--- config.mk ---
export PLATFORM = sky130hd
export DESIGN_NAME = unidade_controle
export DESIGN_NICKNAME = d
export VERILOG_FILES = /design/src/rtl/uc_pkg.sv /design/src/rtl/unidade_controle.sv
export SDC_FILE = /design/constraint.sdc
export NUM_CORES = 1
export LEC_CHECK = 0
export CORE_MARGIN = 3
export CORE_UTILIZATION = 52
export CTS_CLUSTER_DIAMETER = 150
export DETAILED_ROUTE_END_ITERATION = 6
export GPL_ROUTABILITY_DRIVEN = 0
export PLACE_DENSITY = 0.88
export SYNTH_ARGS = -nofsm -noshare
export SYNTH_HDL_FRONTEND = slang
export SYNTH_SLANG_ARGS = --single-unit
--- constraint.sdc ---
create_clock -name clk -period 5.6 [get_ports clk]
set_input_delay 1.12 -clock clk [delete_from_list [all_inputs] [get_ports clk]]
set_output_delay 1.12 -clock clk [all_outputs]
set_load 0.01 [all_outputs]
--- src/rtl/uc_pkg.sv ---
// Shared encodings for the stack-machine control unit and its ALU: states,
// opcodes and instruction field positions.
package uc_pkg;

  typedef enum logic [3:0] {
    IDLE     = 4'd0,
    FETCH    = 4'd1,
    WAIT_MEM = 4'd2,
    DECODE   = 4'd3,
    IMM      = 4'd4,
    PUSH     = 4'd5,
    LOAD_B   = 4'd6,
    POP_B    = 4'd7,
    LOAD_A   = 4'd8,
    POP_A    = 4'd9,
    EXEC     = 4'd10,
    WRITE    = 4'd11,
    POP      = 4'd12,
    HALT     = 4'd13,
    ERROR    = 4'd14
  } state_t;

  localparam int INSTR_W = 16;
  localparam int OPC_MSB = 15;
  localparam int OPC_LSB = 11;
  localparam int OPC_W   = OPC_MSB - OPC_LSB + 1;

  localparam logic [OPC_W-1:0] OP_ADD  = 5'b00000;
  localparam logic [OPC_W-1:0] OP_SUB  = 5'b00001;
  localparam logic [OPC_W-1:0] OP_MUL  = 5'b00010;
  localparam logic [OPC_W-1:0] OP_DIV  = 5'b00011;
  localparam logic [OPC_W-1:0] OP_AND  = 5'b00100;
  localparam logic [OPC_W-1:0] OP_NAND = 5'b00101;
  localparam logic [OPC_W-1:0] OP_OR   = 5'b00110;
  localparam logic [OPC_W-1:0] OP_XOR  = 5'b00111;
  localparam logic [OPC_W-1:0] OP_PUSH = 5'b01000;
  localparam logic [OPC_W-1:0] OP_POP  = 5'b01001;
  localparam logic [OPC_W-1:0] OP_NOP  = 5'b11110;
  localparam logic [OPC_W-1:0] OP_HALT = 5'b11111;

  // The eight ALU operations occupy the codes 00000..00111.
  function automatic logic is_alu(input logic [OPC_W-1:0] op);
    return (op[4:3] == 2'b00);
  endfunction

endpackage

--- src/rtl/unidade_controle.sv ---
// Control unit for a 16-bit stack machine: fetches from a synchronous ROM,
// sequences the stack/temp-register datapath and tracks stack depth.
module unidade_controle
  import uc_pkg::*;
#(
  parameter int STACK_DEPTH = 16,
  parameter int PC_W        = 8
) (
  input  logic               clk,
  input  logic               reset,
  input  logic               run,
  output logic [PC_W-1:0]    pc_addr,
  input  logic [15:0]        instr_in,
  output logic [15:0]        din_UC,
  output logic [4:0]         opcode,
  output logic               wren,
  output logic               controle_pilha,
  output logic               load_temp1,
  output logic               load_temp2,
  output logic               clk_pilha,
  output logic               clk_temp1,
  output logic               clk_temp2,
  output logic               busy,
  output logic               halted,
  output logic               error
);

  localparam int DEPTH_W = $clog2(STACK_DEPTH + 1);
  localparam logic [DEPTH_W-1:0] DEPTH_FULL = DEPTH_W'(STACK_DEPTH);
  localparam logic [DEPTH_W-1:0] DEPTH_ONE  = DEPTH_W'(1);
  localparam logic [DEPTH_W-1:0] DEPTH_TWO  = DEPTH_W'(2);

  state_t              state, state_nx;
  logic                imm_phase, imm_phase_nx;
  logic [PC_W-1:0]     pc, pc_nx;
  logic [DEPTH_W-1:0]  depth, depth_nx;
  logic [OPC_W-1:0]    instr_op;

  logic [15:0]         din_nx;
  logic [4:0]          opcode_nx;
  logic wren_nx, cp_nx, lt1_nx, lt2_nx, pil_nx, t1_nx, t2_nx;
  logic busy_nx, halted_nx, error_nx;

  assign instr_op = instr_in[OPC_MSB:OPC_LSB];
  assign pc_addr  = pc;

  always_comb begin
    state_nx     = state;
    imm_phase_nx = 1'b0;
    pc_nx        = pc;
    depth_nx     = depth;
    unique case (state)
      IDLE:     if (run) state_nx = FETCH;
      FETCH:    state_nx = WAIT_MEM;
      WAIT_MEM: state_nx = DECODE;
      DECODE: begin
        pc_nx = pc + PC_W'(1);
        if (is_alu(instr_op)) begin
          state_nx = (depth < DEPTH_TWO) ? ERROR : LOAD_B;
        end else begin
          unique case (instr_op)
            OP_PUSH: state_nx = (depth == DEPTH_FULL) ? ERROR : IMM;
            OP_POP:  state_nx = (depth == '0) ? ERROR : POP;
            OP_NOP:  state_nx = FETCH;
            OP_HALT: state_nx = HALT;
            default: state_nx = ERROR;
          endcase
        end
      end
      // First IMM cycle presents the immediate address, second sees the ROM data.
      IMM: begin
        if (!imm_phase) begin
          imm_phase_nx = 1'b1;
        end else begin
          state_nx = PUSH;
          pc_nx    = pc + PC_W'(1);
        end
      end
      PUSH: begin
        depth_nx = depth + DEPTH_ONE;
        state_nx = FETCH;
      end
      LOAD_B: state_nx = POP_B;
      POP_B: begin
        depth_nx = depth - DEPTH_ONE;
        state_nx = LOAD_A;
      end
      LOAD_A: state_nx = POP_A;
      POP_A: begin
        depth_nx = depth - DEPTH_ONE;
        state_nx = EXEC;
      end
      EXEC:  state_nx = WRITE;
      WRITE: begin
        depth_nx = depth + DEPTH_ONE;
        state_nx = FETCH;
      end
      POP: begin
        depth_nx = depth - DEPTH_ONE;
        state_nx = FETCH;
      end
      HALT:    state_nx = HALT;
      ERROR:   state_nx = ERROR;
      default: state_nx = ERROR;
    endcase
  end

  // Outputs are decoded from the next state and registered, so each strobe
  // is high for exactly the cycle spent in its state.
  always_comb begin
    din_nx    = din_UC;
    opcode_nx = opcode;
    if (state == IMM && state_nx == PUSH)      din_nx    = instr_in;
    if (state == DECODE && state_nx == LOAD_B) opcode_nx = instr_op;
    wren_nx   = (state_nx == PUSH) || (state_nx == WRITE);
    cp_nx     = (state_nx == WRITE);
    lt2_nx    = (state_nx == LOAD_B);
    t2_nx     = (state_nx == LOAD_B);
    lt1_nx    = (state_nx == LOAD_A);
    t1_nx     = (state_nx == LOAD_A);
    pil_nx    = (state_nx == PUSH) || (state_nx == POP_B) || (state_nx == POP_A) ||
                (state_nx == WRITE) || (state_nx == POP);
    busy_nx   = !((state_nx == IDLE) || (state_nx == HALT) || (state_nx == ERROR));
    halted_nx = (state_nx == HALT);
    error_nx  = (state_nx == ERROR);
  end

  always_ff @(posedge clk or negedge reset) begin
    if (!reset) begin
      state          <= IDLE;
      imm_phase      <= 1'b0;
      pc             <= '0;
      depth          <= '0;
      din_UC         <= '0;
      opcode         <= '0;
      wren           <= 1'b0;
      controle_pilha <= 1'b0;
      load_temp1     <= 1'b0;
      load_temp2     <= 1'b0;
      clk_pilha      <= 1'b0;
      clk_temp1      <= 1'b0;
      clk_temp2      <= 1'b0;
      busy           <= 1'b0;
      halted         <= 1'b0;
      error          <= 1'b0;
    end else begin
      state          <= state_nx;
      imm_phase      <= imm_phase_nx;
      pc             <= pc_nx;
      depth          <= depth_nx;
      din_UC         <= din_nx;
      opcode         <= opcode_nx;
      wren           <= wren_nx;
      controle_pilha <= cp_nx;
      load_temp1     <= lt1_nx;
      load_temp2     <= lt2_nx;
      clk_pilha      <= pil_nx;
      clk_temp1      <= t1_nx;
      clk_temp2      <= t2_nx;
      busy           <= busy_nx;
      halted         <= halted_nx;
      error          <= error_nx;
    end
  end

endmodule

* After elaboration in Yosys (flattened, before gate mapping) *
Cells that the tools add are included.

word-level totals
  word-level logic and storage cells = 79
  input bits = 19
  register bits after elaboration = 47

cells by class
  equality and inequality tests = 28
  reductions and logical operators = 20
  mux-type cells = 13
  $add $sub $neg = 3
  magnitude comparators = 1

operators by type and width
  cell                                                 count
  == test 4 bit (second input constant)                12
  case mux 4 bit (12 select lines)                     1
  == test 4 x 3 -> 1 bit (second input constant)       7
  two-way mux 4 bit                                    5
  case mux 4 bit (4 select lines)                      1
  case mux 8 bit (2 select lines)                      1
  == test 5 bit (second input constant)                3
  == test 5 x 4 -> 1 bit (second input constant)       2
  case mux 5 bit (2 select lines)                      1
  adder 8 x 1 -> 8 bit (second input constant)         1
  == test 4 x 2 -> 1 bit (second input constant)       2
  logical NOT 4 bit                                    2
  two-way mux 8 bit                                    1
  logical OR 1 bit                                     7
  OR reduction 3 bit                                   2
  adder 5 x 1 -> 5 bit (second input constant)         1
  logical NOT 5 bit                                    1
  < comparator 5 x 2 -> 1 bit (second input constant)  1
  subtractor 5 x 1 -> 5 bit (second input constant)    1
  == test 4 x 1 -> 1 bit (second input constant)       1
  nonzero test 2 bit                                   2
  logical AND 1 bit                                    2
  logical NOT 2 bit                                    1
  two-way mux 1 bit                                    2
  5 further kinds                                      5

* Longest topological paths before layout *
Gate-level depths: netlist (run 1).

  word-level depth = 10
  depth in mapped cells = 11

* Worst setup path before layout (run 1) *
No wires, ideal clock.

  kind = input to register
  start = input port instr_in[15]
  end = register opcode[0]
  data arrival time = 2,488 ps
  library setup time = 128 ps
  path buffers = 0
  data required time = 5,472 ps
  setup slack = 2,985 ps
  stages on the path = 6
  path through = nor4b_1 nor3b_2 o221a_4 nand3_4 nor2_8 mux2_1

on the way
  longest elaborated chain between the ends = 6
  elaborated cells on any way between the ends = 10
  those cells by class = eq/ne: 5; mux: 3; reduce/logical: 2

ends and longest elaborated chain
  what                                                     line                     text
  start, declared                                          unidade_controle.sv:13   input logic [15:0] instr_in,
  == test 5 bit or == test 5 x 4 -> 1 bit (tied branches)  unidade_controle.sv:61   unique case (instr_op)
  case mux 4 bit (4 select lines)                          unidade_controle.sv:61
  two-way mux 4 bit *                                      unidade_controle.sv:58   if (is_alu(instr_op)) begin
  case mux 4 bit (12 select lines) *                       unidade_controle.sv:52   unique case (state)
  named net state_nx[1]                                    unidade_controle.sv:33   state_t state, state_nx;
  == test 4 x 3 -> 1 bit *                                 --
  named net lt2_nx                                         unidade_controle.sv:41   logic wren_nx, cp_nx, lt1_nx, lt2_nx, pil_nx, t1_nx, t2_nx;
  logical AND 1 bit *                                      unidade_controle.sv:114  if (state == DECODE && state_nx == LOAD_B) opcode_nx = instr_op;
  end signal, assigned                                     unidade_controle.sv:152  opcode <= opcode_nx;
  end, declared                                            unidade_controle.sv:15   output logic [4:0] opcode,

The timed path passes the listed nets; every way through them passes the cells marked *.
A chain may end at the register's enable or synchronous reset.

* Worst setup path after layout (run 1) *
  start = input port instr_in[15]
  end = register opcode[2]

The elaborated chain is that of the path after synthesis.

==> reports/qor.yml, run 1 <==
run_status: "complete, no violations"
ios: 58
final_common_cell: "clkdlybuf4s50_1"
cts.clk_slew.worst_paths_ns: 0.08
grt_pass1_vias: 1663
fillCellCount: 286
post_cts_resized: 0
synth_flop_cell: "dfrtp_1"
fin_area_um2: 2890
die_w_um: 71.4
ys_warn_count: 0
maxSlewHeadroom_pct: 31.7
critPathArrivalTime_ns: 3.30
cp-start-kind: "input pin"
coreArea_um2: 4060
place_ws_ns: 2.21
insertion_delay_ns: 0.29
grt_pass1_wl_um: 7770
route.detailed.drc: 0
drive_gt1_share_pct: 11.3
synth.top_cell.area_share_pct: 52.9
min_path_type: "register to register"
async_reset_ff_share_pct: 100
syn2layout_area_growth_pct: 30.2
slowest_delay_ns: 0.56
port_buffers: 57
antenna_found_initial: 0
cts.sinks: 47
synth.largest_area_cell: "dfrtp_1"
syn_area_um2: 2220
ctsHoldBuffers: 0
finalSetupTns_ns: 0
ys_seq_elements: 47
synth_edf_count: 0
ctsRootBufferMaster: "clkbuf_8"
synth_area_leaders: "dfrtp_1, mux2_1, mux2_2"
setup_viol: 0
worst_slew_pin_slew_ns: 1.02
finalPower_uw: 583
postSynthAreaPerCell_um2: 12.3
fmax_ghz: 0.320
via_count: 1605
cts_setup_buffers: 0
row_count: 23
wl_um: 4630
grt_use_total_pct: 19.6
cts.htree.levels: 2
antenna_cells: 0
drt_iter0_drc: 152
cts_tree: "yes"
post-route-util_pct: 71.3
initial_core_util_pct: 54.8
dpl_cell_area_um2: 2810
ant_nets: 0
period_share_pct: 55.8
vdd_ir_drop_max_uv: 159
crit_chain: "clkdlybuf4s50_1 -> nor4b_1 -> nor3b_2 -> o221a_4 -> nand3_4 -> nor2_8 -> mux2_1"
dp_hpwl_um: 3360
fin_crit_ns: 3.12
cap_violations: 0
setup_ws_ns: 2.48
viasPerCell: 5.55
drtPass1Iterations: 4
ys_types: 50
grt_overflow_total: 0
avgRoutedWirePerCell_um: 16.0
numCtsBuffers: 5
rsz0062_at_grt: "false"
ys_seq_area_share_pct: 52.9
synthCells: 181
cts_max_path_buffers: 2
hold_violations: 0
critPathSlowestCell: "nor4b_1"
syn-num-nets: 205
dieArea_um2: 5090
nNetsFinal: 262
required_ns: 5.78
grt_max_degree: 48
power.density_nw_per_um2: 201
final_cell_mix: "clkdlybuf4s50_1, dfrtp_1, mux2_1"
die_y_um: 71.4
worstSetupPathType: "input pin to register"
path_max_fanout: 6
fin_worst_skew_ns: 0.00662
end_kind: "register"
slew_violations: 0
leakage_uw: 0.00128
where the power goes:
| group | switching [uW] | leakage (uW) | total [uW] | internal [uW] |
|---|---|---|---|---|
| combinational | 18.4 | 0.000639 | 43.7 | 25.2 |
| clock | 103 | 0.0000422 | 191 | 87.7 |
| sequential | 2.86 | 0.000599 | 348 | 345 |
| total | 125 | 0.00128 | 583 | 458 |
path summary, 6_finish.rpt:
path | start | endpoint | slack (ns) | depth (start not counted)
max | instr_in[15] | opcode[2] | 2.48 | 7
min | pc_addr[7] | pc_addr[7] | 0.48 | 1
max reg2reg | state[0] | depth[4] | 2.70 | 11
min reg2reg | pc_addr[7] | pc_addr[7] | 0.48 | 1
max in group asynchronous | reset | din_UC[2] | 3.96 | 1
min in group asynchronous | reset | pc_addr[3] | 1.00 | 1
synthesized netlist by cell type, types with 2 or more instances:
cell type   n
nor2_1      8
nand2_1     7
nand3_1     5
mux2_1     11
a21oi_1     7
dfrtp_1    47
a21o_1      2
buf_2       3
o21ai_0     5
buf_4       2
mux2i_1     2
nand2b_1    5
mux2_2     10
nor2b_1     5
o21ai_1     4
inv_1       3
nand4_1     2
nor4_1      2
ha_1        4
xor2_1      3
o21a_1      3
xnor2_1    10
and2_1      3
and4_1      2
layer usage:
metal	GRT usage (%)	wire length [um]	vias up
li1	-	-	749
met1	23.1	1940	790
met2	33.2	2290	62
met3	6.17	345	4
met4	8.35	48	0
met5	0	0	-
per-stage QoR:
step,instances,hold WS (ns)
floorplan,181,0.456
global placement,281,0.462
detailed placement,281,0.467
CTS,289,0.478
global route,289,0.501
finish,289,0.482
flip-flops by register name (all words and copies together) (netlist names):
name            count
controle_pilha      1
pc_addr             8
halted              1
busy                1
error               1
din_UC             16
clk_pilha           1
opcode              5
state               4
clk_temp1           1
imm_phase           1
clk_temp2           1
wren                1
depth               5
logic make-up after synthesis:
kind of cell    count (synthesis)  share of synthesized area (%)
buf+inv                        11                           2.36
compound gates                 31                           10.1
mux                            23                           11.5
simple gates                   51                           14.8
flops                          47                           52.9
fa+ha+maj                       5                           3.15
xor+xnor                       13                           5.12
worst max-delay path: cells and delay by family:
kind	cells	cell delay, ns
AND/OR/NAND/NOR	4	1.08
buffers and inverters	1	0.52
multiplexers	1	0.34
AO/OA/AOI/OAI	1	0.23
layout make-up:
type | instances | area (um2) | area share (%)
inverter | 4 | 15.0 | 0.519
clock inverter | 1 | 5.00 | 0.173
clock buffer | 7 | 76.3 | 2.64
multi-input combinational | 123 | 993 | 34.3
timing repair buffer | 57 | 566 | 19.5
sequential | 47 | 1180 | 40.6
tap | 50 | 62.6 | 2.16
Power figures use the tool's default switching activity.
==> run 2, diff against run 1 <==
--- a/config.mk
+++ b/config.mk
@@ -6,11 +6,11 @@
 export NUM_CORES = 1
 export LEC_CHECK = 0
 export CORE_MARGIN = 3
-export CORE_UTILIZATION = 52
+export CORE_UTILIZATION = 44
 export CTS_CLUSTER_DIAMETER = 150
 export DETAILED_ROUTE_END_ITERATION = 6
 export GPL_ROUTABILITY_DRIVEN = 0
-export PLACE_DENSITY = 0.88
+export PLACE_DENSITY = 0.79
 export SYNTH_ARGS = -nofsm -noshare
 export SYNTH_HDL_FRONTEND = slang
 export SYNTH_SLANG_ARGS = --single-unit
==> constraint.sdc (replaced) <==
create_clock -name clk -period 2.64 [get_ports clk]
set_input_delay 0.528 -clock clk [delete_from_list [all_inputs] [get_ports clk]]
set_output_delay 0.528 -clock clk [all_outputs]
set_load 0.01 [all_outputs]
==> reports/qor.yml, run 2 (synthesized netlist as in run 1, its figures left out) <==
p_seq_share_pct: 55.1  # was 59.7%
row_count: 25  # was 23
drt-met1-wl_um: 1950  # was 1940 um
fillCellCount: 373  # was 286
grt_pass1_vias: 1800  # was 1,663
end_kind: "register"  # unchanged
fin_worst_skew_ns: 0.00325  # was 0.00662 ns
grt_max_degree: 26  # was 48
fmax_ghz: 0.408
dieArea_um2: 5940  # was 5090 um2
run_status: "complete, no violations"  # unchanged
setup_viol: 0  # unchanged
die_w_um: 77.1  # was 71.4 um
min_path_type: "input pin to async pin"  # was register to register
syn2layout_area_growth_pct: 39.1  # was 30.2%
wl_met2_um: 2360  # was 2290 um
cp-start-kind: "register"  # was input pin
insertion_delay_ns: 0.30  # was 0.29 ns
grt_pass1_wl_um: 8050  # was 7770 um
ios: 58  # unchanged
viasPerCell: 5.20  # was 5.55
drive_gt1_share_pct: 18.4  # was 11.3%
maxSlewHeadroom_pct: 63.6  # was 31.7%
stdcell_count: 323  # was 289
cts.clk_slew.worst_paths_ns: 0.08  # about the same
antenna_cells: 0  # unchanged
cts_max_path_buffers: 2  # unchanged
pwr-share-clk_pct: 37.5  # was 32.8%
drt_iter0_drc: 80  # was 152
setup_ws_ns: 0.189  # was 2.48 ns
wl_um: 4670  # was 4630 um
antenna_found_initial: 0  # unchanged
vdd_ir_drop_max_uv: 435  # was 159 uV
largest_register_ffs: 16  # unchanged
p_comb_share_pct: 7.4  # was 7.5%
cap_violations: 0  # unchanged
initial_core_util_pct: 46.1  # was 54.8%
r2r_setup_slack_ns: 0.19  # was 2.70 ns
via_count: 1681  # was 1,605
numCtsBuffers: 5  # unchanged
fin_crit_ns: 2.45
p_int_uw: 1070  # was 458 uW
final_cell_mix: "clkdlybuf4s50_1, dfrtp_1, buf_4"  # was clkdlybuf4s50_1, dfrtp_1, mux2_1
place_ws_ns: -0.0136  # was 2.21 ns
avgRoutedWirePerCell_um: 14.4  # was 16.0 um
placed_cells: 316  # was 281
worstSetupPathType: "register to register"  # was input pin to register
port_buffers: 57  # unchanged
path_max_fanout: 6  # unchanged
regArea_um2: 1180  # unchanged
rsz0062_at_grt: "false"  # unchanged
hold_violations: 0  # unchanged
slew_violations: 0  # unchanged
cts.sinks: 47  # unchanged
switching_share_pct: 20.1  # was 21.4%
worst_slew_pin_slew_ns: 0.546  # was 1.02 ns
nNetsFinal: 280  # was 262
dp_hpwl_um: 3560  # was 3360 um
ant_nets: 0  # unchanged
coreArea_um2: 4820  # was 4060 um2
cts_tree: "yes"  # unchanged
grt_overflow_total: 0  # unchanged
ctsRootBufferMaster: "clkbuf_8"  # unchanged
period_share_pct: 92.8
cts_setup_buffers: 0  # unchanged
required_ns: 2.82  # was 5.78 ns
power.density_nw_per_um2: 433  # was 201 nW/um2
grt_use_total_pct: 17.0  # was 19.6%
switching_power_uw: 269  # was 125 uW
drtPass1Iterations: 4  # unchanged
top_register: "din_UC"  # unchanged
highest_layer: "met4"  # unchanged
wl_met3_um: 275  # was 345 um
critPathArrivalTime_ns: 2.63  # was 3.30 ns
multi_input_area_um2: 1000  # was 993 um2
leakage_uw: 0.00139  # was 0.00128 uW
die_y_um: 77.1  # was 71.4 um
final_common_cell: "clkdlybuf4s50_1"  # unchanged
route.detailed.drc: 0  # unchanged
cts.htree.levels: 2  # unchanged
-- run 2: changes by cell type in the layout (fill, tap and decap cells not counted) --
cell,before,now
buf_4,0,17
a21oi_1,7,6
a21oi_2,1,2
buf_12,0,1
bufinv_16,0,1
clkbuf_1,2,1
clkinv_2,1,0
o21bai_1,1,0
o21bai_2,0,1
-- run 2: worst paths after layout --
path,from,endpoint,cells after the start
min,reset,pc_addr[4],1
max reg2reg,state[0],depth[4],11
max,state[0],depth[4],11
min reg2reg,pc_addr[7],pc_addr[7],1
max in group asynchronous,reset,din_UC[13],2
min in group clk,pc_addr[7],pc_addr[7],1
-- run 2: metrics by stage --
step           hold slack, ns  TNS [ns]  util (%)  power [uW]  area (um2)
6_report                0.201         0      64.2        1340        3090
5_1_grt                 0.226         0      64.2        1390        3090
4_1_cts                 0.212         0      64.1        1360        3090
3_5_place_dp            0.474   -0.0319      61.9         853        2980
3_3_place_gp            0.461         0      61.9         850        2980
2_1_floorplan           0.232         0         -         772        2220
-- run 2: power groups by stage --
stage                     sequential (uW)  clock [uW]  combinational (uW)
after floorplan                       758           0                14.0
after global placement                751           0                98.7
after detailed placement              752           0                 101
after CTS                             738         522                 101
after global routing                  740         547                 108
final                                 738         501                98.7
-- run 2: final cells by class --
class / count / area share [%]
Inverter: 4 / 0.486
Multi-Input combinational cell: 123 / 32.4
Timing Repair Buffer: 75 / 23.1
Tap cell: 67 / 2.71
Clock inverter: 1 / 0.971
Sequential cell: 47 / 38.0
Clock buffer: 6 / 2.35
-- run 2: repair_timing --
action                                  in CTS  in global routing
hold buffers                                 0                  0
endpoints found under the hold margin        0                  0
endpoints found under the setup margin       1                  1
gates resized for setup                      1                  1
-- run 2: routing by layer --
metal  global-route usage [%]  vias to the layer above
li1                         -                      794
met1                     19.5                      833
met2                     29.0                       47
met3                     6.81                        7
met4                     5.69                        0
met5                        0                        -
-- run 2: critical path, stage by stage, from the launching register on --
cell      delay, ns
dfrtp_1        0.38
inv_1          0.15
nor2_1         0.09
nor2b_1        0.14
o21bai_2       0.12
fa_1           0.41
a21o_1         0.21
a21oi_2        0.19
xnor2_1        0.16
mux2i_1        0.22
a32oi_1        0.10
xnor2_1        0.16
==> run 3, diff against run 2 <==
--- a/config.mk
+++ b/config.mk
@@ -5,6 +5,7 @@
 export SDC_FILE = /design/constraint.sdc
 export NUM_CORES = 1
 export LEC_CHECK = 0
+export CAP_MARGIN = 40
 export CORE_MARGIN = 3
 export CORE_UTILIZATION = 44
 export CTS_CLUSTER_DIAMETER = 150
==> results of run 3 <==
No change in the layout: final DEF, timing and power equal those of run 2.
